<file path="src/rtl/oflow_calc_iou_gen.sv">
// IoU / IoU-distance engine for the oflow tracker: box pair in, FRAC_W-bit fraction out.
// Coordinates -> areas -> bit-serial restoring divide, with degenerate pairs bypassing the divider.
module oflow_calc_iou_gen #(
  parameter int unsigned COORD_W = 11,
  parameter int unsigned FRAC_W  = 22
) (
  input  logic                   clk,
  input  logic                   reset_N,
  input  logic                   in_valid,
  output logic                   in_ready,
  input  logic                   mode,
  input  logic [4*COORD_W-1:0]   bbox_k,
  input  logic [4*COORD_W-1:0]   bbox_hist,
  output logic                   out_valid,
  input  logic                   out_ready,
  output logic [FRAC_W-1:0]      iou,
  output logic                   busy
);

  localparam int unsigned BOX_W  = 4 * COORD_W;
  localparam int unsigned AREA_W = 2 * COORD_W;
  localparam int unsigned UNI_W  = AREA_W + 1;
  localparam int unsigned REM_W  = AREA_W + 2;
  localparam int unsigned CNT_W  = (FRAC_W > 1) ? $clog2(FRAC_W) : 1;
  localparam logic [FRAC_W-1:0] Q_ONE = '1;

  typedef enum logic [2:0] {
    S_IDLE,
    S_COORD,
    S_AREA,
    S_DIV,
    S_DONE
  } state_t;

  state_t state_q, state_nx;

  logic [BOX_W-1:0]   box_k_q, box_h_q;
  logic               mode_q;
  logic [COORD_W-1:0] ix0_q, iy0_q, ix1_q, iy1_q;
  logic [COORD_W-1:0] wk_q, hk_q, wh_q, hh_q;
  logic [UNI_W-1:0]   uni_q;
  logic [REM_W-1:0]   rem_q;
  logic [FRAC_W-1:0]  q_q;
  logic [CNT_W-1:0]   cnt_q;

  logic [COORD_W-1:0] kx0, ky0, kx1, ky1, hx0, hy0, hx1, hy1;
  logic [AREA_W-1:0]  area_k, area_h, inter;
  logic [UNI_W-1:0]   uni;
  logic               short_cut, div_last, rem_ge;
  logic [FRAC_W-1:0]  short_q, q_nx;
  logic [REM_W-1:0]   rem_sh, rem_nx;
  logic               accept;

  function automatic logic [COORD_W-1:0] span(input logic [COORD_W-1:0] lo,
                                               input logic [COORD_W-1:0] hi);
    return (hi > lo) ? COORD_W'(hi - lo) : '0;
  endfunction

  function automatic logic [FRAC_W-1:0] pick(input logic md, input logic [FRAC_W-1:0] q);
    return md ? q : FRAC_W'(Q_ONE - q);
  endfunction

  assign in_ready = (state_q == S_IDLE) && !reset_N;
  assign busy     = (state_q != S_IDLE);
  assign accept   = in_valid && in_ready;

  // Field unpacking: {X_TL, Y_TL, X_BR, Y_BR}, X_TL in the MSBs
  assign kx0 = box_k_q[BOX_W-1 -: COORD_W];
  assign ky0 = box_k_q[3*COORD_W-1 -: COORD_W];
  assign kx1 = box_k_q[2*COORD_W-1 -: COORD_W];
  assign ky1 = box_k_q[COORD_W-1:0];
  assign hx0 = box_h_q[BOX_W-1 -: COORD_W];
  assign hy0 = box_h_q[3*COORD_W-1 -: COORD_W];
  assign hx1 = box_h_q[2*COORD_W-1 -: COORD_W];
  assign hy1 = box_h_q[COORD_W-1:0];

  // Area stage; I <= min(Ak, Ah) so U never underflows
  assign area_k    = AREA_W'(wk_q) * AREA_W'(hk_q);
  assign area_h    = AREA_W'(wh_q) * AREA_W'(hh_q);
  assign inter     = AREA_W'(span(ix0_q, ix1_q)) * AREA_W'(span(iy0_q, iy1_q));
  assign uni       = UNI_W'(area_k) + UNI_W'(area_h) - UNI_W'(inter);
  assign short_cut = (inter == '0) || (UNI_W'(inter) == uni);
  assign short_q   = (inter == '0) ? '0 : Q_ONE;

  // One restoring-divide step; the remainder stays below U so the shift cannot overflow
  assign rem_sh   = rem_q << 1;
  assign rem_ge   = (rem_sh >= REM_W'(uni_q));
  assign rem_nx   = rem_ge ? REM_W'(rem_sh - REM_W'(uni_q)) : rem_sh;
  assign q_nx     = FRAC_W'(q_q << 1) | FRAC_W'(rem_ge);
  assign div_last = (cnt_q == CNT_W'(FRAC_W - 1));

  always_ff @(posedge clk) begin
    if (reset_N) state_q <= S_IDLE;
    else         state_q <= state_nx;
  end

  always_comb begin
    state_nx = state_q;
    case (state_q)
      S_IDLE:  if (accept) state_nx = S_COORD;
      S_COORD: state_nx = S_AREA;
      S_AREA:  state_nx = short_cut ? S_DONE : S_DIV;
      S_DIV:   if (div_last) state_nx = S_DONE;
      S_DONE:  if (out_ready) state_nx = S_IDLE;
      default: state_nx = S_IDLE;
    endcase
  end

  always_ff @(posedge clk) begin
    if (reset_N) begin
      box_k_q   <= '0;
      box_h_q   <= '0;
      mode_q    <= 1'b0;
      ix0_q     <= '0;
      iy0_q     <= '0;
      ix1_q     <= '0;
      iy1_q     <= '0;
      wk_q      <= '0;
      hk_q      <= '0;
      wh_q      <= '0;
      hh_q      <= '0;
      uni_q     <= '0;
      rem_q     <= '0;
      q_q       <= '0;
      cnt_q     <= '0;
      iou       <= '0;
      out_valid <= 1'b0;
    end else begin
      out_valid <= (state_nx == S_DONE);
      if (accept) begin
        box_k_q <= bbox_k;
        box_h_q <= bbox_hist;
        mode_q  <= mode;
      end
      if (state_q == S_COORD) begin
        ix0_q <= (kx0 > hx0) ? kx0 : hx0;
        iy0_q <= (ky0 > hy0) ? ky0 : hy0;
        ix1_q <= (kx1 < hx1) ? kx1 : hx1;
        iy1_q <= (ky1 < hy1) ? ky1 : hy1;
        wk_q  <= span(kx0, kx1);
        hk_q  <= span(ky0, ky1);
        wh_q  <= span(hx0, hx1);
        hh_q  <= span(hy0, hy1);
      end
      if (state_q == S_AREA) begin
        uni_q <= uni;
        rem_q <= REM_W'(inter);
        q_q   <= short_cut ? short_q : '0;
        cnt_q <= '0;
        if (short_cut) iou <= pick(mode_q, short_q);
      end
      if (state_q == S_DIV) begin
        rem_q <= rem_nx;
        q_q   <= q_nx;
        cnt_q <= CNT_W'(cnt_q + CNT_W'(1));
        if (div_last) iou <= pick(mode_q, q_nx);
      end
    end
  end

endmodule

</file>
<file path="config.mk">
export PLATFORM = sky130hd
export DESIGN_NAME = oflow_calc_iou_gen
export DESIGN_NICKNAME = d
export VERILOG_FILES = /design/src/rtl/oflow_calc_iou_gen.sv
export SDC_FILE = /design/constraint.sdc
export NUM_CORES = 2
export LEC_CHECK = 0
export ABC_AREA = 1
export BUFFER_PORTS_ARGS = -buffer_cell sky130_fd_sc_hd__buf_2
export CAP_MARGIN = 40
export CORE_AREA = 5 5 285 287
export CTS_CLUSTER_SIZE = 30
export DETAILED_ROUTE_END_ITERATION = 10
export DIE_AREA = 0 0 290 292
export GPL_TIMING_DRIVEN = 0
export PLACE_DENSITY = 0.5
export SLEW_MARGIN = 10
export SYNTH_ARGS = -nofsm -noshare
export SYNTH_HDL_FRONTEND = slang
export SYNTH_SLANG_ARGS = --single-unit
export TNS_END_PERCENT = 20
</file>
<file path="constraint.sdc">
create_clock -name clk -period 24.6 [get_ports clk]
set_input_delay 2.46 -clock clk [delete_from_list [all_inputs] [get_ports clk]]
set_output_delay 2.46 -clock clk [all_outputs]
set_load 0.01 [all_outputs]
</file>
==> qor.csv <==
metric,value,unit
max_stage_delay,0.57,ns
area_growth,10.3,%
tritoncts,yes,
post-route-period-util,0.550,
htree_levels,2,
setup.worst_path.end_class,flop,
path_common_cell,nand2_1,
netlist_area,30400,sq um
first_pass_iters,5,
slowest_stage,fa_1,
worstRegToRegCells,66,
cts_hold_buf,0,
path_buf_inv,14,
die_area,84700,sq um
layout-drive-gt1-share,0.0516,
die_h,292,um
multi_input_area,20700,sq um
cts_sinks,275,
grt_antenna_before_repair,0,
ys_warn_count,0,
root_buffer,clkbuf_16,
fp.dieW,290,um
drt_iter0_drc,1770,
start_util,0.387,
fin_crit,13.54,ns
ys.flop_type,dfxtp_1,
maxCapViolations,0,
grt_first_pass_wirelength,158,mm
synth_seq_cells,275,
regArea,5510,sq um
cp_data_required_time,25.02,ns
setup_viol_count_final,0,
rsz0062_at_grt,false,
slew-limit-headroom,0.372,
holdPathEnd,ix1_q[0],
path_class,reg2reg,
portBuffers,116,
cp.depth,66,
rows,103,
grt-ovfl-total,0,
wl_per_cell,18.2,um
cts_made_buffers,35,
r2r-start,ix0_q[0],
timing.rr.end,iou[4],
cts-resized-gates,0,
clock_path_buffers,3,
core_area,78400,sq um
fill_cells,8565,
crit_family,adder cells,
fin_nets,5191,
arrival,13.96,ns
crit_path_start_kind,flop,
vias_per_cell,4.91,
grt_usage,0.235,
synth.net_count,5031,
synth_area_per_cell,7.00,sq um
fin_skew,0.0418,ns
max_freq,0.0739,GHz
critical_path.max_fanout,10,
hold_class,reg2reg,
outcome,"complete, no violations",
reg2reg_slack,11.06,ns
worst_pin_slew,0.935,ns
async_flop_share,0,
drc,0,
ant_nets,0,
dp_hpwl,86.4,mm
diodes,0,
clkSlewWorstSetupHoldPaths,0.06,ns
synthCells,4334,
grt_start_max_net_pins,13,
wl,101,mm
via_count,27300,
hold_path_depth,2,
synth-edff-count,0,
gp_congestion,0.897,
worst_skew_pair.late_latency,0.57,ns
post_cts_buffers,0,
grt_pass1_vias,27100,
drv_slew,0,
hold_viol,0,
synth_seq_area_share,0.181,
fin_setup_tns,0,ns
min_from,ix1_q[0],
ios,118,
ys_types,45,
==> metal layers <==
metal | vias to the layer above | share of wire | track usage
met5 | - | 0 | 0
met4 | 0 | 0.017 | 0.0399
met3 | 89 | 0.045 | 0.0243
met2 | 606 | 0.47 | 0.406
met1 | 12900 | 0.47 | 0.327
li1 | 13700 | - | -
==> cell usage after synthesis, drive strengths merged (9+ instances only) <==
| library cell | n | area [sq um] |
|---|---|---|
| o21ai | 217 | 1090 |
| xor2 | 28 | 245 |
| ha | 298 | 3730 |
| nand4 | 31 | 194 |
| inv | 941 | 3530 |
| nor2 | 262 | 993 |
| o21bai | 12 | 90.1 |
| o211ai | 21 | 158 |
| fa | 306 | 6130 |
| dfxtp | 275 | 5510 |
| nand3 | 204 | 1040 |
| clkbuf | 145 | 544 |
| a31oi | 16 | 100 |
| or2 | 27 | 169 |
| a21oi | 349 | 1750 |
| xnor2 | 40 | 358 |
| nand3b | 10 | 75.1 |
| nand2 | 1029 | 3890 |
| a21o | 10 | 75.1 |
| buf | 9 | 55.1 |
| nor3 | 24 | 120 |
| o22ai | 38 | 238 |
==> through the flow <==
| step | instance area, sq um | cells | utilization | hold slack (ns) | setup WS [ns] |
|---|---|---|---|---|---|
| 6_report | 33500 | 5566 | 0.427 | 0.463 | 11.06 |
| 5_1_grt | 33500 | 5566 | 0.427 | 0.479 | 10.16 |
| 4_1_cts | 33500 | 5566 | 0.427 | 0.465 | 11.09 |
| 3_5_place_dp | 32300 | 5507 | 0.413 | 0.456 | 11.20 |
| 3_3_place_gp | 32300 | 5500 | 0.412 | 0.453 | 10.97 |
| 2_1_floorplan | 30400 | 4334 | - | 0.445 | 13.26 |
==> cell families after synthesis <==
family                     after synthesis  synth area share
adders and majority gates              604             0.325
DFF                                    275             0.181
buffers and inverters                 1101             0.137
AOI/OAI and AO/OA                      689             0.122
xor gates and xnor gates                68            0.0199
and+or+nand+nor                       1597             0.215
==> worst max path at each step <==
stage,from,to,slack [ns]
3_3_place_gp,iy0_q[1],iou[10],10.97
4_1_cts,ix0_q[0],iou[4],11.09
5_1_grt,ix0_q[0],iou[11],10.16
2_1_floorplan,ix1_q[0],iou[10],13.26
6_report,ix0_q[0],iou[4],11.06
3_5_place_dp,ix0_q[0],iou[10],11.20
==> placed cells by master, fill, tap and decap left out, types with 22 or more instances in the layout <==
cell,synthesis,layout
dfxtp_1,275,275
inv_1,935,935
o21ai_0,216,216
xor2_1,28,28
nor2_1,258,258
fa_1,306,306
or2_2,26,26
nand3_1,201,201
a21oi_1,349,349
o22ai_1,38,38
clkbuf_1,145,153
buf_2,5,121
nor3_1,24,22
nand4_1,31,31
nand2_1,1019,1019
clkbuf_16,0,35
ha_1,298,298
xnor2_1,39,39
==> state kept, by name, summed over array words and instances (netlist names), 21 cells and up <==
name,cells
rem_q,23
iou,22
box_k_q,44
q_q,21
uni_q,23
box_h_q,44
==> worst min-delay path, stage by stage (launching register included) <==
cell and delay [ns]:
dfxtp_1 0.30, nand2_1 0.06, a21oi_1 0.05
==> final cells by class <==
| class | count | area share |
|---|---|---|
| Timing Repair Buffer | 123 | 0.0195 |
| Sequential cell | 275 | 0.164 |
| Multi-Input combinational cell | 2958 | 0.618 |
| Clock inverter | 11 | 0.00531 |
| Tap cell | 1050 | 0.0392 |
| Inverter | 947 | 0.106 |
| Buffer | 154 | 0.0179 |
| Clock buffer | 48 | 0.0291 |
Power is not shown: default switching activity piles up to over one toggle a cycle in this logic, so the estimate is an artifact.
